### src/rtl/thermometer_decoder_if.sv
// thermometer_decoder_if: comparator capture inputs and coded valid/ready output bundle
interface thermometer_decoder_if #(
  parameter int OUT_W = 4,
  parameter int N_CMP = 2**OUT_W-1
);
  logic [N_CMP-1:0] therm_in;
  logic             sample_en;
  logic [OUT_W-1:0] code_out;
  logic             code_valid;
  logic             code_ready;
  logic             bubble_err;
  logic             overrange;
  logic [7:0]       drop_cnt;
  modport master (
    input  therm_in, sample_en, code_ready,
    output code_out, code_valid, bubble_err, overrange, drop_cnt
  );
  modport slave (
    output therm_in, sample_en, code_ready,
    input  code_out, code_valid, bubble_err, overrange, drop_cnt
  );
endinterface

### src/rtl/thermometer_decoder.sv
// thermometer_decoder: synchronize comparator word, remove bubbles, ones-count to binary, valid/ready out
module thermometer_decoder #(
  parameter int OUT_W       = 4,
  parameter int N_CMP       = 2**OUT_W-1,
  parameter int SYNC_STAGES = 2
) (
  input logic clk,
  input logic rst,
  thermometer_decoder_if.master bus
);
  logic [N_CMP-1:0]   sync_q [SYNC_STAGES];
  logic [SYNC_STAGES-1:0] en_q;
  logic [N_CMP-1:0]   t, c_d;
  logic [N_CMP+1:0]   ext;
  logic [OUT_W-1:0]   cnt_d, cnt_q, code_q;
  logic               bub_q, ovr_q, stv_q;
  logic               valid_q, err_q, rng_q;
  logic [7:0]         drop_q;
  logic               load, drop;
  // synchronizer: comparators are live, so the chain shifts every cycle
  always_ff @(posedge clk) begin
    if (rst) begin
      for (int i = 0; i < SYNC_STAGES; i++) sync_q[i] <= '0;
      en_q <= '0;
    end else begin
      sync_q[0] <= bus.therm_in;
      for (int i = 1; i < SYNC_STAGES; i++) sync_q[i] <= sync_q[i-1];
      en_q <= {en_q[SYNC_STAGES-2:0], bus.sample_en};
    end
  end
  assign t   = sync_q[SYNC_STAGES-1];
  assign ext = {1'b0, t, 1'b1};
  // majority filter over each bit and its neighbours, then ones-count of the result
  always_comb begin
    c_d   = '0;
    cnt_d = '0;
    for (int i = 0; i < N_CMP; i++) begin
      c_d[i] = (ext[i] & ext[i+1]) | (ext[i] & ext[i+2]) | (ext[i+1] & ext[i+2]);
      cnt_d  = cnt_d + OUT_W'(c_d[i]);
    end
  end
  // correct stage register: code, flags and stage valid
  always_ff @(posedge clk) begin
    if (rst) begin
      cnt_q <= '0;
      bub_q <= 1'b0;
      ovr_q <= 1'b0;
      stv_q <= 1'b0;
    end else begin
      cnt_q <= cnt_d;
      bub_q <= c_d != t;
      ovr_q <= &c_d;
      stv_q <= en_q[SYNC_STAGES-1];
    end
  end
  assign load = stv_q && (!valid_q || bus.code_ready);
  assign drop = stv_q && valid_q && !bus.code_ready;
  // output register: load when free or draining, otherwise drop and count
  always_ff @(posedge clk) begin
    if (rst) begin
      code_q  <= '0;
      err_q   <= 1'b0;
      rng_q   <= 1'b0;
      valid_q <= 1'b0;
      drop_q  <= '0;
    end else begin
      if (load) {code_q, err_q, rng_q} <= {cnt_q, bub_q, ovr_q};
      valid_q <= load || (valid_q && !bus.code_ready);
      if (drop && drop_q != 8'hFF) drop_q <= drop_q + 8'd1;
    end
  end
  assign bus.code_out   = code_q;
  assign bus.code_valid = valid_q;
  assign bus.bubble_err = err_q;
  assign bus.overrange  = rng_q;
  assign bus.drop_cnt   = drop_q;
endmodule
### src/flat_wrapper.sv
// flat-port wrapper written by rule: the top's interface ports become plain ports
module thermometer_decoder_flat 
#(
  parameter int OUT_W       = 4,
  parameter int N_CMP       = 2**OUT_W-1,
  parameter int SYNC_STAGES = 2
)
  (clk, rst, bus_therm_in, bus_sample_en, bus_code_ready, bus_code_out, bus_code_valid, bus_bubble_err, bus_overrange, bus_drop_cnt);
  thermometer_decoder_if #(.OUT_W(OUT_W), .N_CMP(N_CMP)) bus_i ();
  input logic clk;
  input logic rst;
  input wire logic [$bits(bus_i.therm_in)-1:0] bus_therm_in;
  input wire logic [$bits(bus_i.sample_en)-1:0] bus_sample_en;
  input wire logic [$bits(bus_i.code_ready)-1:0] bus_code_ready;
  output wire logic [$bits(bus_i.code_out)-1:0] bus_code_out;
  output wire logic [$bits(bus_i.code_valid)-1:0] bus_code_valid;
  output wire logic [$bits(bus_i.bubble_err)-1:0] bus_bubble_err;
  output wire logic [$bits(bus_i.overrange)-1:0] bus_overrange;
  output wire logic [$bits(bus_i.drop_cnt)-1:0] bus_drop_cnt;
  assign bus_i.therm_in = bus_therm_in;
  assign bus_i.sample_en = bus_sample_en;
  assign bus_i.code_ready = bus_code_ready;
  assign bus_code_out = bus_i.code_out;
  assign bus_code_valid = bus_i.code_valid;
  assign bus_bubble_err = bus_i.bubble_err;
  assign bus_overrange = bus_i.overrange;
  assign bus_drop_cnt = bus_i.drop_cnt;
  thermometer_decoder #(.OUT_W(OUT_W), .N_CMP(N_CMP), .SYNC_STAGES(SYNC_STAGES)) u_core (.clk(clk), .rst(rst), .bus(bus_i));
endmodule
### config.mk
export PLATFORM = sky130hd
export DESIGN_NAME = thermometer_decoder_flat
export DESIGN_NICKNAME = d
export VERILOG_FILES = /design/src/rtl/thermometer_decoder_if.sv /design/src/rtl/thermometer_decoder.sv /design/src/flat_wrapper.sv
export SDC_FILE = /design/constraint.sdc
export NUM_CORES = 1
export LEC_CHECK = 0
export BUFFER_PORTS_ARGS = -buffer_cell sky130_fd_sc_hd__buf_2
export CORE_MARGIN = 3
export CORE_UTILIZATION = 60
export CTS_CLUSTER_DIAMETER = 150
export DETAILED_ROUTE_END_ITERATION = 7
export GPL_TIMING_DRIVEN = 0
export PLACE_DENSITY = 0.85
export SYNTH_ARGS = -nofsm -noshare
export SYNTH_HDL_FRONTEND = slang
export SYNTH_SLANG_ARGS = --single-unit
### constraint.sdc
create_clock -name clk -period 8.6 [get_ports clk]
set_clock_uncertainty 0.15 [all_clocks]
set_input_delay 0.43 -clock clk [delete_from_list [all_inputs] [get_ports clk]]
set_output_delay 0.43 -clock clk [all_outputs]
set_load 0.1 [all_outputs]
==> results of run 1 <==
[worst register-to-register path, cell delays in order, from the launching register on]
cell	delay, ns
dfxtp_1	0.37
maj3_1	0.37
ha_1	0.28
inv_1	0.05
fa_1	0.53
inv_1	0.05
fa_1	0.44
fa_1	0.51
inv_1	0.05
fa_1	0.59
inv_1	0.06
ha_1	0.28
a21o_1	0.15
a21oi_1	0.18
xor2_1	0.16
nor2_1	0.05
[final timing paths]
check | to | cells after the start
worst max-delay path | u_core.cnt_q[3]$_SDFF_PP0_ | 15
worst min-delay path | u_core.en_q[0]$_SDFF_PP0_ | 2
worst min register to register | u_core.sync_q[0][23]$_SDFF_PP0_ | 1
worst max register to register | u_core.cnt_q[3]$_SDFF_PP0_ | 15
[layout make-up]
class | instances | area (um2)
well taps | 48 | 60.1
flip-flops and latches | 54 | 1080
inverters | 19 | 71.3
repair buffers | 32 | 160
plain buffers | 8 | 32.5
fillers | 312 | 1070
clock buffers | 7 | 76.3
multi-input cells | 156 | 1190
[where the power goes]
group	internal, W	switching [W]	total (W)
Combinational	0.0000190	0.0000204	0.0000394
Clock	0.0000562	0.0000699	0.000126
Sequential	0.000259	0.00000602	0.000265
Total	0.000334	0.0000963	0.000431
[sequential cells by signal (all words and copies together) (netlist names)]
name / count
u_core.bus.code_out: 4
u_core.bus.overrange: 1
u_core.bus.code_valid: 1
u_core.bus.bubble_err: 1
u_core.sync_q: 30
u_core.en_q: 2
u_core.bus.drop_cnt: 8
u_core.cnt_q: 4
u_core.bub_q: 1
u_core.ovr_q: 1
u_core.stv_q: 1
[layout by cell type, fill, tap and decap left out, types with 2 or more instances in the layout]
master / netlist / layout
a21o_1: 6 / 6
a21oi_1: 7 / 7
and2_1: 2 / 2
and2b_1: 2 / 2
buf_2: 2 / 34
clkbuf_1: 6 / 8
clkbuf_8: 0 / 5
dfxtp_1: 54 / 54
fa_1: 9 / 9
ha_1: 7 / 7
inv_1: 19 / 19
maj3_1: 7 / 7
mux2i_1: 8 / 8
nand2_1: 3 / 3
nand2b_1: 3 / 3
nand4_1: 5 / 5
nor2_1: 16 / 16
nor2b_1: 42 / 42
o21ai_0: 7 / 7
o21ai_1: 2 / 2
o32ai_1: 4 / 4
or3_1: 2 / 2
xor2_1: 6 / 6
[metrics by stage]
step	hold slack, ns	area (um2)	utilization, %	cells
2_1_floorplan	0.264	2370	-	237
3_3_place_gp	0.267	2590	69.3	317
3_5_place_dp	0.270	2590	69.3	317
4_1_cts	0.189	2670	71.3	324
5_1_grt	0.193	2670	71.3	324
6_report	0.190	2670	71.3	324
[metal layers]
| layer | global-route usage (%) | up-vias | routed length [um] |
|---|---|---|---|
| li1 | - | 868 | - |
| met1 | 20.8 | 740 | 1610 |
| met5 | 0 | - | 0 |
| met4 | 4.38 | 0 | 20 |
| met3 | 3.40 | 4 | 196 |
| met2 | 32.4 | 40 | 1970 |
[cells by family (layout without fill, tap and decap cells)]
kind of cell               count (synthesis)  in the layout
buffers and inverters                     27             66
and+or+nand+nor                           85             85
adders and majority gates                 23             23
DFF                                       54             54
AOI/OAI and AO/OA                         34             34
muxes                                      8              8
xor gates and xnor gates                   6              6
==> key figures, run 1 <==
Status
  • Status: finished, final reports clean

Global routing
  • First-pass GRT wire length: 6.22 mm
  • Total track usage: 17.6%
  • Grt ovf: 0
  • Vias in the first global route: 1458
  • Largest net degree at the start of global routing: 15
  • Initial antenna violation count: 0

Synthesis
  • Top cell type's share of synthesized area: 45.5%
  • Multiplexer area fraction after synthesis: 3.37%
  • Post-synth cell types: 40
  • Seq/Total Area, Yosys: 45.5%
  • Synth Area in Compound Gates: 9.44%
  • Largest family of logic cells by synthesized area: simple AND/OR/NAND/NOR gates
  • YS warnings: 0
  • Top cells by count, synth: 54 x dfxtp_1, 42 x nor2b_1, 19 x inv_1
  • Seq cells post-synth: 54
  • Gate Count Post-Synth: 237
  • Simple-Gate Fraction of Synth Area: 20.8%
  • Primary FF master, synth: dfxtp_1
  • Leading area contributor after synthesis: dfxtp_1
  • Count leader, synth: dfxtp_1
  • Synth area leaders: dfxtp_1 46%, nor2b_1 11%, fa_1 7.6%
  • EDFF count, synth: 0
  • Syn_nets: 272
  • Synth Area in Adders: 14.2%
  • Fraction of registers with async set/reset: 0%
  • Mapped Area: 2370 um2
  • XOR/XNOR share of the synthesized area: 2.21%
  • Syn Area/Cell: 10.0 um2

Worst hold path
  • Hold path startpoint: bus_sample_en
  • Hold WC Path Type: in -> reg

CTS
  • Setup Buffers After CTS: 0
  • CTS tree: done
  • Post-cts sizing count: 0
  • Clock Sinks: 54
  • Hold-fix buffers, CTS: 0
  • Clk_lat worst skew: 0.29 ns
  • Deepest clock path buffer count: 2
  • CTS buffer count: 5
  • Clk root buf: clkbuf_8
  • Worst-path clk slew: 0.08 ns
  • H-Tree Depth: 2

Layout
  • Layout Nets: 311
  • Synth-to-Final Area Change: 12.5%
  • Ant. Diodes: 0
  • Ratio of cells with drive above 1 in the final layout: 15.6%

Setup path
  • Worst setup EP type: flop
  • CP Launch Point: u_core.sync_q[0][17]$_SDFF_PP0_
  • Reg-to-reg slack, setup: 4.23 ns
  • R2R Path Start: u_core.sync_q[0][17]$_SDFF_PP0_
  • Arrival time at the worst endpoint: 4.39 ns
  • Worst endpoint required time: 8.62 ns
  • Crit Path Class: reg -> reg
  • Crit-path slowest cell: fa_1
  • Critical path's largest stage delay: 0.59 ns
  • CP Cell Sequence: maj3_1 > ha_1 > inv_1 > fa_1 > inv_1 > fa_1 > fa_1 > inv_1 > fa_1 > inv_1 > ha_1 > a21o_1 > a21oi_1 > xor2_1 > nor2_1
  • CP startpoint kind: flop
  • CP delay by family, top: adder cells
  • WP buf/inv: 4
  • Largest fanout on the critical path: 7

Timing
  • Post-route clock period utilization: 50.8%
  • Minimum clock period: 4.37 ns
  • Max-slew violation count: 0
  • Slew HR: 67.2%
  • RSZ-0062 raised after global routing: false
  • Fmax: 0.229 GHz
  • Final hold viol count: 0
  • Final setup TNS: 0 ns
  • Worst setup margin: 4.23 ns
  • Setup violations, final: 0
  • Least-Margin Pin Slew: 0.492 ns

Placement
  • GPL Wtd Cong: 0.849
  • Port Buf Inserts: 32
  • Detailed Place HPWL: 2.97 mm
  • Placement Setup Slack: 4.21 ns

Route
  • Routed wire length: 3.80 mm
  • DRT Pass-1 Iters: 5
  • Avg WL per Cell: 11.7 um
  • Vias: 1652
  • Iter 0 DRT Violations: 45
  • Final ANT Viol Nets: 0
  • Via-per-instance ratio: 5.10
  • DRC viols: 0

Die
  • Rows: 22
  • Core area: 3740 um2
  • DIE HEIGHT: 68.9 um
  • Initial core utilization: 63.4%
  • Die Wd: 68.9 um
  • DIE AREA: 4750 um2
  • IO Count: 34

Power and ir drop
  • Peak VDD IR: 0.110 mV
  • Power, Total: 0.000431 W
  • PD cells: 161 nW/um2
  • Leakage: 1.25 nW

Run
  • Maxcap violations: 0
Note: power is estimated with default switching activity, not from simulation.
==> run 2, diff against run 1 <==
--- a/config.mk
+++ b/config.mk
@@ -5,13 +5,14 @@
 export SDC_FILE = /design/constraint.sdc
 export NUM_CORES = 1
 export LEC_CHECK = 0
+export ABC_AREA = 1
 export BUFFER_PORTS_ARGS = -buffer_cell sky130_fd_sc_hd__buf_2
 export CORE_MARGIN = 3
-export CORE_UTILIZATION = 60
+export CORE_UTILIZATION = 51
 export CTS_CLUSTER_DIAMETER = 150
 export DETAILED_ROUTE_END_ITERATION = 7
 export GPL_TIMING_DRIVEN = 0
-export PLACE_DENSITY = 0.85
+export PLACE_DENSITY = 0.77
 export SYNTH_ARGS = -nofsm -noshare
 export SYNTH_HDL_FRONTEND = slang
 export SYNTH_SLANG_ARGS = --single-unit
==> constraint.sdc (replaced) <==
create_clock -name clk -period 3.65 [get_ports clk]
set_clock_uncertainty 0.15 [all_clocks]
set_input_delay 0.1825 -clock clk [delete_from_list [all_inputs] [get_ports clk]]
set_output_delay 0.1825 -clock clk [all_outputs]
set_load 0.1 [all_outputs]
==> run 2 against run 1 <==
Net effect: hold slack got worse by 0.15 ns; largest power group unchanged; register-to-register slack got worse by 4.4 ns; synthesized area increased by 4.8%; the flow now finishes with violations (negative setup slack); critical path type unchanged; clock-buffer cell count decreased by 1; wire length increased by 22%; die area increased by 21%; global-route usage increased by 0.20 points; via count increased by 27%; critical path depth decreased by 2; combinational power increased to 3.5 times the previous value.
==> key figures, run 2 <==
Status
  • Status: finished with violations (was finished, final reports clean)
  • Failing checks: negative setup slack

Route
  • Avg WL per Cell: 9.81 um (was 11.7 um)
  • Final ANT Viol Nets: 0 (unchanged)
  • Routed wire length: 4.63 mm (was 3.80 mm)
  • DRC viols: 0 (unchanged)
  • Iter 0 DRT Violations: 52 (was 45)
  • Via-per-instance ratio: 4.44 (was 5.10)
  • Vias: 2096 (was 1652)
  • DRT Pass-1 Iters: 4 (was 5)

Setup path
  • Critical R2R Capture: u_core.cnt_q[1]$_SDFF_PP0_ (was u_core.cnt_q[3]$_SDFF_PP0_)
  • Cells on worst reg2reg path: 13 (was 15)
  • CP delay by family, top: adder cells (unchanged)
  • Critical path's largest stage delay: 0.52 ns (was 0.59 ns)
  • WP buf/inv: 3 (was 4)
  • Capture point of the worst path: u_core.cnt_q[1]$_SDFF_PP0_ (was u_core.cnt_q[3]$_SDFF_PP0_)
  • Arrival time at the worst endpoint: 3.89 ns (was 4.39 ns)
  • Crit-path slowest cell: fa_2 (was fa_1)
  • WP depth: 13 (was 15)
  • Reg-to-reg slack, setup: -0.21 ns (was 4.23 ns)
  • Worst endpoint required time: 3.68 ns (was 8.62 ns)
  • Largest fanout on the critical path: 3 (was 7)
  • Crit Path Class: reg -> reg (unchanged)
  • CP Launch Point: u_core.sync_q[0][17]$_SDFF_PP0_ (unchanged)
  • CP startpoint kind: flop (unchanged)
  • Worst setup EP type: flop (unchanged)
  • R2R Path Start: u_core.sync_q[0][17]$_SDFF_PP0_ (unchanged)
  • CP Cell Sequence: nor2_4 > a21oi_2 > ha_1 > inv_2 > fa_1 > inv_2 > fa_2 > fa_1 > fa_1 > ha_2 > inv_2 > fa_2 > nor2_1 (was maj3_1 > ha_1 > inv_1 > fa_1 > inv_1 > fa_1 > fa_1 > inv_1 > fa_1 > inv_1 > ha_1 > a21o_1 > a21oi_1 > xor2_1 > nor2_1)

Power and ir drop
  • Power, Total: 0.00110 W (was 0.000431 W)
  • Comb pwr share: 12.5% (was 9.1%)
  • Sw Ratio: 25.3% (was 22.4%)
  • Net Sw Power: 0.000277 W (was 0.0000963 W)
  • Leakage: 1.54 nW (was 1.25 nW)
  • Pint: 0.000820 W (was 0.000334 W)
  • Peak VDD IR: 0.279 mV (was 0.110 mV)
  • PD cells: 358 nW/um2 (was 161 nW/um2)
  • Clock Power Share: 30.6% (was 29.3%)
  • Register share of total power: 56.8% (was 61.6%)

CTS
  • Deepest clock path buffer count: 2 (unchanged)
  • Clk_lat worst skew: 0.30 ns (was 0.29 ns)
  • Clock Sinks: 54 (unchanged)
  • Worst-path clk slew: 0.09 ns (was 0.08 ns)
  • CTS tree: done (unchanged)
  • Clk root buf: clkbuf_8 (unchanged)
  • H-Tree Depth: 2 (unchanged)
  • CTS buffer count: 5 (unchanged)

Timing
  • Least-Margin Pin Slew: 0.580 ns (was 0.492 ns)
  • Setup violations, final: 3 (was 0)
  • RSZ-0062 raised after global routing: true (was false)
  • Fmax: 0.259 GHz (was 0.229 GHz)
  • Final hold viol count: 0 (unchanged)
  • Max-slew violation count: 0 (unchanged)
  • Worst setup margin: -0.205 ns (was 4.23 ns)
  • Slew HR: 61.3% (was 67.2%)
  • Post-route clock period utilization: 106% (was 50.8%)
  • Minimum clock period: 3.86 ns (was 4.37 ns)

Synthesis
  • Syn Area/Cell: 7.15 um2 (was 10.0 um2)
  • Primary FF master, synth: dfxtp_1 (unchanged)
  • Mapped Area: 2490 um2 (was 2370 um2)
  • YS warnings: 0 (unchanged)
  • Count leader, synth: inv_1 (was dfxtp_1)
  • Fraction of registers with async set/reset: 0% (unchanged)
  • Syn_nets: 383 (was 272)
  • EDFF count, synth: 0 (unchanged)
  • Leading area contributor after synthesis: dfxtp_1 (unchanged)
  • Top cell type's share of synthesized area: 43.4% (was 45.5%)
  • Seq/Total Area, Yosys: 43.4% (was 45.5%)
  • Gate Count Post-Synth: 348 (was 237)
  • Synth area leaders: dfxtp_1 43%, inv_1 13%, nor2_1 11% (was dfxtp_1 46%, nor2b_1 11%, fa_1 7.6%)
  • Seq cells post-synth: 54 (unchanged)
  • Post-synth cell types: 21 (was 40)
  • Top cells by count, synth: 84 x inv_1, 72 x nor2_1, 66 x nand2_1 (was 54 x dfxtp_1, 42 x nor2b_1, 19 x inv_1)

Placement
  • Placed cell count: 445 (was 317)
  • Placement Setup Slack: -0.248 ns (was 4.21 ns)
  • Area of placed instances: 2750 um2 (was 2590 um2)
  • Port Buf Inserts: 32 (unchanged)
  • Detailed Place HPWL: 3.37 mm (was 2.97 mm)
  • GPL Wtd Cong: 0.834 (was 0.849)

Die
  • IO Count: 34 (unchanged)
  • DIE HEIGHT: 75.9 um (was 68.9 um)
  • Initial core utilization: 54.9% (was 63.4%)
  • Rows: 24 (was 22)
  • Die Wd: 75.9 um (was 68.9 um)
  • DIE AREA: 5750 um2 (was 4750 um2)
  • Core area: 4530 um2 (was 3740 um2)

Run
  • Maxcap violations: 0 (unchanged)

Layout
  • Max reg flops: 30 (unchanged)
  • Top reg by flops: u_core.sync_q (unchanged)
  • Final cell count without fillers: 472 (was 324)
  • Most frequent cells in the layout: 80 x inv_1, 71 x nor2_1, 64 x nand2_1 (was 54 x dfxtp_1, 42 x nor2b_1, 34 x buf_2)
  • Ant. Diodes: 0 (unchanged)
  • Synth-to-Final Area Change: 23.1% (was 12.5%)
  • Fillers: 400 (was 312)
  • Most common cell after layout, fill and taps aside: inv_1 (was dfxtp_1)
  • Layout Nets: 441 (was 311)
  • Ratio of cells with drive above 1 in the final layout: 17.4% (was 15.6%)
  • Fin area: 3060 um2 (was 2670 um2)

Worst hold path
  • Hold WC Path Type: in -> reg (unchanged)

Global routing
  • Largest net degree at the start of global routing: 17 (was 15)
  • First-pass GRT wire length: 7.71 mm (was 6.22 mm)
  • Initial antenna violation count: 0 (unchanged)
  • Grt ovf: 0 (unchanged)
  • Total track usage: 17.8% (was 17.6%)
  • Vias in the first global route: 1935 (was 1458)
run 2: cell types whose count changed in the layout (fill, tap and decap cells not counted), sizes merged, moves of 4 or more:
cell / previous run / this run
o32ai: 4 / 0
nor2: 16 / 73
dlygate4sd3: 0 / 16
maj3: 7 / 0
nand2: 3 / 67
nor2b: 42 / 0
mux2i: 8 / 0
inv: 19 / 84
a21o: 6 / 0
a21oi: 7 / 20
run 2: power groups by stage:
stage | combinational [W] | sequential (W) | clock, W
2_1_floorplan | 0.0000714 | 0.000654 | 0
3_3_place_gp | 0.000113 | 0.000636 | 0
3_5_place_dp | 0.000119 | 0.000638 | 0
4_1_cts | 0.000136 | 0.000624 | 0.000346
5_1_grt | 0.000159 | 0.000627 | 0.000373
6_report | 0.000137 | 0.000624 | 0.000336
run 2: kinds of logic after synthesis:
| logic type | Yosys count | synth area share (%) |
|---|---|---|
| adder cells (fa/ha/maj) | 16 | 10.8 |
| XOR/XNOR | 3 | 1.06 |
| AO/OA/AOI/OAI | 34 | 6.94 |
| flip-flops | 54 | 43.4 |
| AND/OR/NAND/NOR | 150 | 23.7 |
| buffers and inverters | 91 | 14.1 |
run 2: cell type report:
| cell class | count | area, um2 | area share, % |
|---|---|---|---|
| Clock buffer | 6 | 82.6 | 2.69 |
| Timing Repair Buffer | 51 | 343 | 11.2 |
| Buffer | 7 | 35.0 | 1.14 |
| Multi-Input combinational cell | 203 | 1100 | 35.8 |
| Tap cell | 65 | 81.3 | 2.65 |
| Inverter | 84 | 315 | 10.3 |
| Sequential cell | 54 | 1100 | 35.8 |
| Clock inverter | 2 | 12.5 | 0.408 |
run 2: worst min-delay path by stage:
stage / start / end / cells past startpoint
after detailed placement: bus_therm_in[13] / u_core.sync_q[0][13]$_SDFF_PP0_ / 3
final: bus_code_ready / u_core.bus.code_valid$_SDFF_PP0_ / 4
after floorplan: bus_sample_en / u_core.en_q[0]$_SDFF_PP0_ / 2
after global placement: bus_therm_in[9] / u_core.sync_q[0][9]$_SDFF_PP0_ / 3
after global routing: bus_code_ready / u_core.bus.code_valid$_SDFF_PP0_ / 4
after CTS: bus_code_ready / u_core.bus.code_valid$_SDFF_PP0_ / 4
run 2: worst min-delay path, delay by kind of cell:
family | cells | cell delay [ns]
buffers and inverters | 2 | 0.10
AOI/OAI and AO/OA | 1 | 0.07
and+or+nand+nor | 1 | 0.09
run 2: stage by stage:
step / TNS, ns / hold slack [ns] / utilization [%]
after global routing: -0.867 / 0.0399 / 67.6
after floorplan: -0.218 / 0.139 / -
final: -0.470 / 0.0372 / 67.6
after detailed placement: -0.708 / 0.239 / 60.6
after global placement: -0.492 / 0.230 / 60.6
after CTS: -0.566 / 0.0273 / 67.1
run 2: routing by layer:
metal	part of all wire, %	vias to the layer above	global-route usage, %
met3	5.5	7	3.96
met4	1.5	0	6.41
met2	52	44	33.8
li1	-	1127	-
met5	0	-	0
met1	41	918	18.9
run 2: repair_timing:
item                                    CTS  global route
hold buffers                             16             0
gates resized for setup                   9            10
pin swaps                                 6             2
endpoints found under the setup margin    3             3
endpoints found under the hold margin    16             0
setup buffers                             3             0
==> run 3, diff against run 2 <==
--- a/config.mk
+++ b/config.mk
@@ -5,7 +5,6 @@
 export SDC_FILE = /design/constraint.sdc
 export NUM_CORES = 1
 export LEC_CHECK = 0
-export ABC_AREA = 1
 export BUFFER_PORTS_ARGS = -buffer_cell sky130_fd_sc_hd__buf_2
 export CORE_MARGIN = 3
 export CORE_UTILIZATION = 51
==> run 3 against run 2 <==
Net effect: the run still ends with negative setup slack left; design area fell by 4.3%; hold slack improved by 0.017 ns; wire length fell by 13%; non-clock buffer count grew 2; clock-buffer cell count up 1; total power decreased by 0.26%; sequential power about the same; fmax fell by 2.5%; combinational power is 15% lower; sequential cell count is the same; clock power is 5% higher; cell count decreased by 26%; largest cell class is now multi-input combinational cells; largest power group unchanged.
==> key figures, run 3 (synthesis results as in run 1) <==
Status
  • Status: finished with violations (unchanged)
  • Failing checks: negative setup slack (unchanged)

Layout
  • Top reg by flops: u_core.sync_q (unchanged)
  • Final cell count without fillers: 349 (was 472)
  • Fin util: 66.4% (was 67.6%)
  • Ant. Diodes: 0 (unchanged)
  • Layout Nets: 331 (was 441)
  • Most common cell after layout, fill and taps aside: dfxtp_1 (was inv_1)
  • Ratio of cells with drive above 1 in the final layout: 20.9% (was 17.4%)
  • Max reg flops: 30 (unchanged)
  • Synth-to-Final Area Change: 23.6% (was 23.1%)
  • Most frequent cells in the layout: 51 x dfxtp_1, 41 x nor2b_1, 34 x buf_2 (was 80 x inv_1, 71 x nor2_1, 64 x nand2_1)

Worst hold path
  • Hold EP: u_core.bus.code_valid$_SDFF_PP0_ (unchanged)
  • Hold Crit Depth: 4 (unchanged)
  • Hold WC Path Type: in -> reg (unchanged)
  • Hold path startpoint: bus_code_ready (unchanged)

CTS
  • CTS buffer count: 5 (unchanged)
  • Clock Sinks: 54 (unchanged)
  • Deepest clock path buffer count: 2 (unchanged)
  • H-Tree Depth: 2 (unchanged)
  • Clk root buf: clkbuf_8 (unchanged)
  • Clk_lat worst skew: 0.30 ns (about the same)
  • Worst-path clk slew: 0.09 ns (about the same)
  • CTS tree: done (unchanged)

Timing
  • Least-Margin Pin Slew: 0.556 ns (was 0.580 ns)
  • RSZ-0062 raised after global routing: true (unchanged)
  • Final setup TNS: -0.862 ns (was -0.470 ns)
  • Final hold viol count: 0 (unchanged)
  • Setup violations, final: 3 (unchanged)
  • Final hold slack: 0.0540 ns (was 0.0372 ns)
  • Slew HR: 63.0% (was 61.3%)
  • Worst setup margin: -0.302 ns (was -0.205 ns)
  • Post-route clock period utilization: 108% (was 106%)
  • Fmax: 0.253 GHz (was 0.259 GHz)
  • Max-slew violation count: 0 (unchanged)
  • Minimum clock period: 3.95 ns (was 3.86 ns)

Route
  • DRT Pass-1 Iters: 4 (unchanged)
  • DRC viols: 0 (unchanged)
  • DRT met1 WL: 1.74 mm (was 1.90 mm)
  • Vias: 1741 (was 2096)
  • Top Layer Used: met4 (unchanged)
  • Via-per-instance ratio: 4.99 (was 4.44)
  • Avg WL per Cell: 11.6 um (was 9.81 um)
  • Met3 wire length: 185 um (was 257 um)
  • Met2 wire length: 2.06 mm (was 2.40 mm)
  • Iter 0 DRT Violations: 79 (was 52)
  • Final ANT Viol Nets: 0 (unchanged)
  • Routed wire length: 4.03 mm (was 4.63 mm)

Power and ir drop
  • Clock Power Share: 32.3% (was 30.6%)
  • Peak VDD IR: 0.287 mV (was 0.279 mV)
  • Register share of total power: 57.1% (was 56.8%)
  • Pint: 0.000848 W (was 0.000820 W)
  • Leakage: 1.35 nW (was 1.54 nW)
  • Net Sw Power: 0.000246 W (was 0.000277 W)
  • Comb pwr share: 10.6% (was 12.5%)
  • PD cells: 373 nW/um2 (was 358 nW/um2)
  • Sw Ratio: 22.5% (was 25.3%)

Die
  • Core area: 4410 um2 (was 4530 um2)
  • Initial core utilization: 53.8% (was 54.9%)
  • IO Count: 34 (unchanged)
  • DIE AREA: 5510 um2 (was 5750 um2)
  • Rows: 24 (unchanged)
  • Die Wd: 74.2 um (was 75.9 um)
  • DIE HEIGHT: 74.2 um (was 75.9 um)

Setup path
  • Largest fanout on the critical path: 2 (was 3)
  • CP Launch Point: u_core.sync_q[0][17]$_SDFF_PP0_ (unchanged)
  • Critical path's largest stage delay: 0.53 ns (was 0.52 ns)
  • Reg-to-reg slack, setup: -0.30 ns (was -0.21 ns)
  • WP buf/inv: 3 (unchanged)
  • Critical R2R Capture: u_core.cnt_q[1]$_SDFF_PP0_ (unchanged)
  • CP Cell Sequence: maj3_2 > ha_4 > inv_2 > fa_1 > inv_1 > fa_2 > fa_1 > fa_1 > ha_2 > inv_2 > fa_2 > nor2_1 (was nor2_4 > a21oi_2 > ha_1 > inv_2 > fa_1 > inv_2 > fa_2 > fa_1 > fa_1 > ha_2 > inv_2 > fa_2 > nor2_1)
  • Crit Path Class: reg -> reg (unchanged)
  • Worst setup EP type: flop (unchanged)
  • Worst endpoint required time: 3.68 ns (about the same)
  • CP delay by family, top: adder cells (unchanged)
  • R2R Path Start: u_core.sync_q[0][17]$_SDFF_PP0_ (unchanged)
  • CP startpoint kind: flop (unchanged)
  • Crit-path slowest cell: fa_2 (unchanged)
  • Arrival time at the worst endpoint: 3.98 ns (was 3.89 ns)
  • Most frequent cell on the critical path: fa_1
  • Cells on worst reg2reg path: 12 (was 13)

Global routing
  • First-pass GRT wire length: 6.79 mm (was 7.71 mm)
  • Initial antenna violation count: 0 (unchanged)
  • Grt ovf: 0 (unchanged)
  • Largest net degree at the start of global routing: 17 (unchanged)
  • Total track usage: 16.1% (was 17.8%)
  • Vias in the first global route: 1562 (was 1935)

Placement
  • Port Buf Inserts: 32 (unchanged)
  • Placed cell count: 321 (was 445)
  • Detailed Place HPWL: 2.85 mm (was 3.37 mm)
  • GPL Wtd Cong: 0.903 (was 0.834)
  • Placement Setup Slack: -0.377 ns (was -0.248 ns)

Run
  • Maxcap violations: 0 (unchanged)
==> run 3: how the worst max path moves through the flow <==
stage | to | slack [ns] | depth (start not counted)
floorplan | u_core.cnt_q[1]$_SDFF_PP0_ | -0.24 | 12
global placement | u_core.cnt_q[3]$_SDFF_PP0_ | -0.32 | 15
detailed placement | u_core.cnt_q[3]$_SDFF_PP0_ | -0.38 | 15
CTS | u_core.cnt_q[3]$_SDFF_PP0_ | -0.33 | 15
global route | u_core.cnt_q[1]$_SDFF_PP0_ | -0.42 | 12
finish | u_core.cnt_q[1]$_SDFF_PP0_ | -0.30 | 12
==> run 3: final cells by class <==
| type | instances | area [um2] |
|---|---|---|
| plain buffers | 8 | 32.5 |
| clock buffers | 7 | 96.3 |
| clock inverters | 1 | 8.76 |
| fillers | 369 | 1480 |
| inverters | 19 | 71.3 |
| multi-input cells | 156 | 1220 |
| flip-flops and latches | 54 | 1090 |
| well taps | 52 | 65.1 |
| repair buffers | 52 | 350 |
==> run 3: repair_timing <==
| item | in CTS | in global routing |
|---|---|---|
| resized for setup | 3 | 1 |
| hold buffers | 16 | 0 |
| buffers inserted | 4 | 0 |
| setup endpoints to repair | 3 | 4 |
| pin swaps | 7 | 5 |
| endpoints found under the hold margin | 16 | 0 |
| cloned | 0 | 0 |
==> run 3: tightest hold or removal path, stage by stage <==
cell,delay (ns)
buf_2,0.11
inv_1,0.05
a21oi_1,0.06
nor2_1,0.07
==> run 3: metal layers <==
layer	up-vias	global-route usage, %
li1	903	-
met1	794	17.8
met2	40	29.6
met3	4	4.32
met4	0	5.34
met5	-	0
==> run 3: metrics by stage <==
step                instance area [um2]  total power [W]
global placement                   2630         0.000729
floorplan                          2400         0.000707
detailed placement                 2630         0.000733
finish                             2930          0.00109
global route                       2930          0.00115
CTS                                2930          0.00110
==> run 3: power groups by stage <==
stage	Sequential, W	Combinational (W)	Clock, W
2_1_floorplan	0.000641	0.0000658	0
3_3_place_gp	0.000638	0.0000907	0
3_5_place_dp	0.000639	0.0000937	0
4_1_cts	0.000624	0.000112	0.000364
5_1_grt	0.000628	0.000131	0.000395
6_report	0.000624	0.000116	0.000354
